`src/rtl/ooo_resp_pkg.sv`:
```
// ooo_resp_pkg: shared types, sizes and helpers for the out-of-order read
// responder.
//   - entry_state_e : per-ID entry life cycle (FREE -> WAIT -> READY -> FREE)
//   - r_state_e     : R channel output FSM states
//   - find_first_ready : rotating first-READY search over the 16 entries
package ooo_resp_pkg;

    localparam int ID_W    = 4;
    localparam int NUM_IDS = 16;
    localparam int DLY_W   = 5;

    // Fibonacci taps for x^16 + x^14 + x^13 + x^11 + 1 on a left-shifting
    // register (bit 15 is the oldest bit).
    localparam logic [15:0] LFSR_TAPS = 16'hB400;

    typedef enum logic [1:0] {
        FREE  = 2'd0,
        WAIT  = 2'd1,
        READY = 2'd2
    } entry_state_e;

    typedef enum logic {
        IDLE = 1'b0,
        SEND = 1'b1
    } r_state_e;

    // Returns {found, index} of the first set bit of ready_mask, searching
    // upward from start and wrapping modulo NUM_IDS.
    function automatic logic [ID_W:0] find_first_ready(
        input logic [NUM_IDS-1:0] ready_mask,
        input logic [ID_W-1:0]    start
    );
        logic            found;
        logic [ID_W-1:0] idx;
        logic [ID_W-1:0] pick;
        found = 1'b0;
        pick  = {ID_W{1'b0}};
        for (int i = 0; i < NUM_IDS; i++) begin
            idx = start + ID_W'(i);
            if (!found && ready_mask[idx]) begin
                found = 1'b1;
                pick  = idx;
            end
        end
        return {found, pick};
    endfunction

endpackage

```
`src/rtl/lfsr16.sv`:
```
// lfsr16: free-running 16-bit Fibonacci LFSR, polynomial
// x^16 + x^14 + x^13 + x^11 + 1. Advances every clock.
// Ports:
//   clk     in   clock
//   rst     in   synchronous active-high reset (loads SEED)
//   state_o out  current 16-bit LFSR state
// SEED must be nonzero, otherwise the register locks up at zero.
module lfsr16
    import ooo_resp_pkg::*;
#(
    parameter logic [15:0] SEED = 16'hACE1
) (
    input  logic        clk,
    input  logic        rst,
    output logic [15:0] state_o
);

    logic feedback_s;

    assign feedback_s = ^(state_o & LFSR_TAPS);

    // Shift register with XOR feedback into bit 0.
    always_ff @(posedge clk) begin
        if (rst) begin
            state_o <= SEED;
        end else begin
            state_o <= {state_o[14:0], feedback_s};
        end
    end

endmodule

```
`src/rtl/ooo_read_responder.sv`:
```
// ooo_read_responder: synthesizable AR/R read-channel slave model that
// returns responses out of acceptance order with pseudo-random latency.
// At most one request per ID is outstanding.
//
// Ports:
//   clk, rst        clock, synchronous active-high reset
//   s_arid_i        AR request ID (4 bits)
//   s_arvalid_i     AR valid
//   s_arready_o     AR ready (combinational: entry[s_arid_i] is FREE)
//   s_rdata_o       R data, zero-extended {id, seq tag}
//   s_rid_o         R ID
//   s_rvalid_o      R valid
//   s_rready_i      R ready
//   outstanding_o   number of non-FREE entries (0..16)
//
// Optional build macro RESP_IN_ORDER_EN: when defined, a 16-deep ID FIFO
// records acceptance order and responses leave strictly in that order;
// the rotate pointer is not built. When undefined, the R FSM picks the
// first READY entry searching upward from a rotate pointer that is
// reloaded from the LFSR on every R handshake.
module ooo_read_responder
    import ooo_resp_pkg::*;
#(
    parameter int          DATA_WIDTH  = 8,
    parameter int          MIN_LATENCY = 1,
    parameter logic [15:0] LFSR_SEED   = 16'hACE1
) (
    input  logic                  clk,
    input  logic                  rst,
    input  logic [3:0]            s_arid_i,
    input  logic                  s_arvalid_i,
    output logic                  s_arready_o,
    output logic [DATA_WIDTH-1:0] s_rdata_o,
    output logic [3:0]            s_rid_o,
    output logic                  s_rvalid_o,
    input  logic                  s_rready_i,
    output logic [4:0]            outstanding_o
);

    entry_state_e    entry_state_r [NUM_IDS];
    logic [DLY_W-1:0] entry_dly_r  [NUM_IDS];
    logic [ID_W-1:0] entry_tag_r   [NUM_IDS];

    r_state_e        r_state_r;
    logic [ID_W-1:0] seq_r;
    logic [15:0]     lfsr_s;
    logic            ar_fire_s;
    logic            r_fire_s;
    logic [DLY_W-1:0] new_dly_s;
    logic            pick_valid_s;
    logic [ID_W-1:0] pick_id_s;
    logic            unused_lfsr_s;

    lfsr16 #(
        .SEED (LFSR_SEED)
    ) u_lfsr (
        .clk     (clk),
        .rst     (rst),
        .state_o (lfsr_s)
    );

    assign unused_lfsr_s = ^lfsr_s[15:4];

    // arready looks only at the registered entry state, so an ID freed by
    // an R handshake becomes acceptable one cycle later.
    assign s_arready_o = (entry_state_r[s_arid_i] == FREE);
    assign ar_fire_s   = s_arvalid_i && s_arready_o;
    assign r_fire_s    = (r_state_r == SEND) && s_rready_i;
    assign new_dly_s   = DLY_W'(MIN_LATENCY) + {{(DLY_W-3){1'b0}}, lfsr_s[2:0]};

`ifdef RESP_IN_ORDER_EN
    logic [ID_W-1:0] fifo_mem_r [NUM_IDS];
    logic [ID_W-1:0] fifo_wr_r;
    logic [ID_W-1:0] fifo_rd_r;

    // Acceptance-order FIFO; occupancy always equals outstanding_o, so
    // outstanding_o doubles as the empty flag.
    always_ff @(posedge clk) begin
        if (rst) begin
            fifo_wr_r <= {ID_W{1'b0}};
            fifo_rd_r <= {ID_W{1'b0}};
            for (int i = 0; i < NUM_IDS; i++) begin
                fifo_mem_r[i] <= {ID_W{1'b0}};
            end
        end else begin
            if (ar_fire_s) begin
                fifo_mem_r[fifo_wr_r] <= s_arid_i;
                fifo_wr_r             <= fifo_wr_r + 4'd1;
            end
            if (r_fire_s) begin
                fifo_rd_r <= fifo_rd_r + 4'd1;
            end
        end
    end

    // Only the FIFO head may be issued, and only once it is READY.
    always_comb begin
        pick_id_s    = fifo_mem_r[fifo_rd_r];
        pick_valid_s = 1'b0;
        if ((outstanding_o != 5'd0) && (entry_state_r[fifo_mem_r[fifo_rd_r]] == READY)) begin
            pick_valid_s = 1'b1;
        end else begin
            pick_valid_s = 1'b0;
        end
    end
`else
    logic [NUM_IDS-1:0] ready_mask_s;
    logic [ID_W-1:0]    rot_ptr_r;

    // Rotating first-READY search starting at the rotate pointer.
    always_comb begin
        ready_mask_s = {NUM_IDS{1'b0}};
        for (int i = 0; i < NUM_IDS; i++) begin
            ready_mask_s[i] = (entry_state_r[i] == READY);
        end
        {pick_valid_s, pick_id_s} = find_first_ready(ready_mask_s, rot_ptr_r);
    end

    // Rotate pointer reseeded from the LFSR on every R handshake.
    always_ff @(posedge clk) begin
        if (rst) begin
            rot_ptr_r <= {ID_W{1'b0}};
        end else if (r_fire_s) begin
            rot_ptr_r <= lfsr_s[3:0];
        end
    end
`endif

    // Entry table: accept moves FREE->WAIT, delay countdown moves
    // WAIT->READY, R handshake moves READY->FREE.
    always_ff @(posedge clk) begin
        if (rst) begin
            for (int i = 0; i < NUM_IDS; i++) begin
                entry_state_r[i] <= FREE;
                entry_dly_r[i]   <= {DLY_W{1'b0}};
                entry_tag_r[i]   <= {ID_W{1'b0}};
            end
        end else begin
            for (int i = 0; i < NUM_IDS; i++) begin
                if (ar_fire_s && (s_arid_i == ID_W'(i))) begin
                    entry_state_r[i] <= WAIT;
                    entry_dly_r[i]   <= new_dly_s;
                    entry_tag_r[i]   <= seq_r;
                end else if (r_fire_s && (s_rid_o == ID_W'(i))) begin
                    entry_state_r[i] <= FREE;
                end else if (entry_state_r[i] == WAIT) begin
                    if (entry_dly_r[i] <= 5'd1) begin
                        entry_state_r[i] <= READY;
                    end else begin
                        entry_dly_r[i] <= entry_dly_r[i] - 5'd1;
                    end
                end
            end
        end
    end

    // Sequence tag counter (wraps 15->0) and outstanding count.
    always_ff @(posedge clk) begin
        if (rst) begin
            seq_r         <= {ID_W{1'b0}};
            outstanding_o <= 5'd0;
        end else begin
            if (ar_fire_s) begin
                seq_r <= seq_r + 4'd1;
            end
            case ({ar_fire_s, r_fire_s})
                2'b10:   outstanding_o <= outstanding_o + 5'd1;
                2'b01:   outstanding_o <= outstanding_o - 5'd1;
                default: outstanding_o <= outstanding_o;
            endcase
        end
    end

    // R output FSM with registered beat outputs; IDLE always separates
    // two beats.
    always_ff @(posedge clk) begin
        if (rst) begin
            r_state_r  <= IDLE;
            s_rvalid_o <= 1'b0;
            s_rid_o    <= 4'd0;
            s_rdata_o  <= {DATA_WIDTH{1'b0}};
        end else begin
            case (r_state_r)
                IDLE: begin
                    if (pick_valid_s) begin
                        s_rid_o    <= pick_id_s;
                        s_rdata_o  <= DATA_WIDTH'({pick_id_s, entry_tag_r[pick_id_s]});
                        s_rvalid_o <= 1'b1;
                        r_state_r  <= SEND;
                    end
                end
                SEND: begin
                    if (s_rready_i) begin
                        s_rvalid_o <= 1'b0;
                        r_state_r  <= IDLE;
                    end
                end
                default: begin
                    s_rvalid_o <= 1'b0;
                    r_state_r  <= IDLE;
                end
            endcase
        end
    end

endmodule

```
`config.mk`:
```
export PLATFORM = sky130hd
export DESIGN_NAME = ooo_read_responder
export DESIGN_NICKNAME = d
export VERILOG_FILES = /design/src/rtl/ooo_resp_pkg.sv /design/src/rtl/lfsr16.sv /design/src/rtl/ooo_read_responder.sv
export SDC_FILE = /design/constraint.sdc
export NUM_CORES = 1
export LEC_CHECK = 0
export ABC_AREA = 1
export BUFFER_PORTS_ARGS = -buffer_cell sky130_fd_sc_hd__clkbuf_2
export CORE_UTILIZATION = 50
export CTS_BUF_LIST = sky130_fd_sc_hd__clkbuf_16
export DETAILED_ROUTE_END_ITERATION = 16
export GPL_ROUTABILITY_DRIVEN = 0
export PLACE_DENSITY = 0.79
export SYNTH_ARGS = -nofsm -noshare
export SYNTH_HDL_FRONTEND = slang
export SYNTH_SLANG_ARGS = --single-unit
```
`constraint.sdc`:
```
create_clock -name clk -period 3.4 [get_ports clk]
set_clock_uncertainty 0.05 [all_clocks]
set_input_delay 0.34 -clock clk [delete_from_list [all_inputs] [get_ports clk]]
set_output_delay 0.34 -clock clk [all_outputs]
set_load 0.01 [all_outputs]
```
==> impl_metrics.env <==
export IMPL_max_cap_violations=0
export IMPL_synth_cells=1559
export IMPL_pwr_share_seq=0.360
export IMPL_hold_buffers=0
export IMPL_ys_ff_latch=215
export IMPL_synthesis_nets=1613
export IMPL_start_util=0.513
export IMPL_finalHoldViolations=0
export IMPL_h_tree_depth=1
export IMPL_die_w_um=163
export IMPL_pwr_share_clk=0.285
export IMPL_crit_required_ns=3.78
export IMPL_worst_pin_slew_ns=0.658
export IMPL_status="finished, violations left"
export IMPL_path_clk_slew_ns=0.07
export IMPL_track_usage=0.276
export IMPL_leakage_nw=6.98
export IMPL_finalInstanceArea_mm2=0.0161
export IMPL_ios=27
export IMPL_clk_latency_ns=0.53
export IMPL_finalCriticalPeriod_ns=3.72
export IMPL_yosysSeqAreaShare=0.469
export IMPL_crit_fanout=8
export IMPL_post_dp_cell_area_mm2=0.0141
export IMPL_setup_worst_path_start_class="flip-flop"
export IMPL_drt_iter0_markers=1679
export IMPL_die_area_mm2=0.0265
export IMPL_holdWs_ns=0.260
export IMPL_grt_max_degree=56
export IMPL_place_inst=1972
export IMPL_fmax_mhz=269
export IMPL_power_frac_comb=0.355
export IMPL_slew_viol_final=0
export IMPL_vdd_drop_max_mv=0.649
export IMPL_antenna_left=0
export IMPL_switching_share=0.353
export IMPL_n_antenna_cell=0
export IMPL_drcViolationCount=0
export IMPL_syn_cell_area_mm2=0.0129
export IMPL_rows=58
export IMPL_fin_cells=2055
export IMPL_internal_power_mw=5.90
export IMPL_vias=12200
export IMPL_synth_edf_count=176
export IMPL_worst_slack_ns=-0.323
export IMPL_fp_coreArea_mm2=0.0253
export IMPL_setup_viol=5
export IMPL_layout_drive_gt1_share=0.222
export IMPL_avgSynthCellArea_um2=8.30
export IMPL_synth_main_ff_cell="edfxtp_1"
export IMPL_viasPerCell=5.93
export IMPL_synthArstFlopShare=0
export IMPL_power_switching_mw=3.21
export IMPL_area_growth_pct=24.2
export IMPL_cts_buffers_inserted=24
export IMPL_powerDensity_mw_per_mm2=567
export IMPL_grt_pass1_wl_mm=57.4
export IMPL_dr_pass1_iters=11
export IMPL_hold_path_class="in -> reg"
export IMPL_path_class="reg -> reg"
export IMPL_nets=1762
export IMPL_violations="negative setup slack"
export IMPL_final_period_utilization=1.10
export IMPL_clockBufferDepth=3
export IMPL_clock_sinks=215
export IMPL_grt_ovfl_total=0
export IMPL_cts_root_buf="clkbuf_16"
export IMPL_worstPathArrival_ns=4.10
export IMPL_dp_hpwl_mm=25.9
export IMPL_rsz0062_at_grt="yes"
export IMPL_synthDistinctLibCells=45
export IMPL_dieHeight_um=163
export IMPL_wl_per_cell_um=19.0
export IMPL_antenna_found_initial=0
export IMPL_yosysWarnings=0
export IMPL_grt_pass1_vias=11100
export IMPL_port_buffers=26
export IMPL_finalWirelength_mm=39.0
export IMPL_relSlewSlack=0.560
export IMPL_fin_tns_setup_ns=-1.30
export IMPL_cts_tree="built"
export IMPL_endpoint_kind="flip-flop"
[timing repair]
action | in CTS | in global routing
pin swaps | 13 | 68
gates cloned | 4 | 4
setup endpoints to repair | 6 | 153
gates resized for setup | 56 | 129
setup buffers | 17 | 18
[per-stage QoR]
stage | utilization | setup slack [ns] | total power, mW
2_1_floorplan | - | 0.00435 | 4.94
3_3_place_gp | 0.557 | -0.137 | 5.54
3_5_place_dp | 0.557 | -0.239 | 5.61
4_1_cts | 0.608 | -0.0206 | 8.56
5_1_grt | 0.636 | -0.522 | 9.48
6_report | 0.636 | -0.323 | 9.12
[state kept, by name, indices dropped and copies added (netlist names), 4 cells and up]
signal	flops
outstanding_o	5
s_rdata_o	8
u_lfsr.state_o	16
seq_r	4
entry_tag_r	64
entry_dly_r	80
entry_state_r	32
rot_ptr_r	4
[power by group through the flow]
| stage | clock network [mW] | registers (mW) | logic (mW) |
|---|---|---|---|
| 2_1_floorplan | 0 | 3.29 | 1.65 |
| 3_3_place_gp | 0 | 3.31 | 2.23 |
| 3_5_place_dp | 0 | 3.32 | 2.29 |
| 4_1_cts | 2.62 | 3.27 | 2.67 |
| 5_1_grt | 2.72 | 3.30 | 3.45 |
| 6_report | 2.60 | 3.28 | 3.24 |
[cells in the mapped netlist, drive strengths merged (2+ instances only)]
library cell | n | area, um^2
nor3 | 29 | 145
edfxtp | 176 | 5290
clkbuf | 14 | 52.6
a31oi | 2 | 12.5
o22ai | 37 | 231
inv | 210 | 788
a41oi | 4 | 35.0
buf | 28 | 194
xnor2 | 22 | 193
a21oi | 57 | 285
nand3 | 253 | 1300
nor4 | 3 | 18.8
or3 | 7 | 43.8
ha | 45 | 563
clkinv | 5 | 18.8
o211ai | 4 | 30.0
o21ai | 75 | 387
nand4 | 14 | 160
xor2 | 39 | 379
nand2 | 279 | 1060
or2 | 8 | 50.1
a211oi | 7 | 52.6
dfxtp | 39 | 781
nor2 | 197 | 823
[placed cells by master (no fill, tap or decap), drive strengths merged]
cell,n
nor2,198
xnor2,22
o22ai,37
inv,218
a31oi,2
o21ai,75
nand3b,1
ha,45
nor4,3
xor2,39
dfxtp,39
a21boi,1
or2,8
o21a,1
nor3,29
nand3,253
edfxtp,176
or3,7
clkbuf,52
fa,1
a21oi,57
a211oi,7
bufinv,3
a41oi,4
clkinvlp,1
a22o,1
clkinv,12
nand2,282
buf,133
nand4,14
o211ai,4
[cell type report]
cell class                      instances  area, um^2
Timing Repair inverter                  1        11.3
Sequential cell                       215        6070
Clock inverter                         18         161
Tap cell                              330         413
Inverter                              215         825
Fill cell                            1906        9180
Timing Repair Buffer                  160        1350
Multi-Input combinational cell       1091        6620
Clock buffer                           25         626
[critical path: stages (launching register included)]
cell	delay, ns
dfxtp_2	0.34
buf_6	0.14
ha_1	0.18
a21oi_2	0.20
xor2_1	0.29
nand3_1	0.16
nand2_2	0.13
inv_2	0.07
nor2_4	0.14
nand4_1	0.19
nor2_4	0.19
nand4_4	0.14
nor2_4	0.18
inv_2	0.06
nor2_2	0.08
nor2_2	0.05
nand3_2	0.12
nor2_4	0.09
nor2_4	0.16
buf_12	0.15
nand3_1	0.07
nand3_1	0.08
nand2_1	0.08
nand2_1	0.06
nand3_1	0.08
nand2_1	0.08
inv_2	0.04
[layer usage]
layer  track usage  vias up  part of all wire
met4         0.104        0             0.055
met1         0.365     5623              0.38
li1              -     5570                 -
met2         0.444      759              0.45
met5             0        -                 0
met3        0.0591      225              0.11
[cells by family after synthesis]
family | Yosys count | synth area share
buffers and inverters | 257 | 0.0814
adders and majority gates | 46 | 0.0450
xor gates and xnor gates | 61 | 0.0442
DFF | 215 | 0.469
and+or+nand+nor | 791 | 0.279
AOI/OAI and AO/OA | 189 | 0.0817
[worst paths after layout]
path                            from  slack [ns]  depth (start not counted)            endpoint
setup / recovery        rot_ptr_r[2]       -0.32                         26        s_rdata_o[1]
hold reg to reg   u_lfsr.state_o[11]        0.36                          2  u_lfsr.state_o[12]
hold / removal           s_arvalid_i        0.26                          4            seq_r[1]
setup reg to reg        rot_ptr_r[2]       -0.32                         26        s_rdata_o[1]
Power figures use the tool's default switching activity.
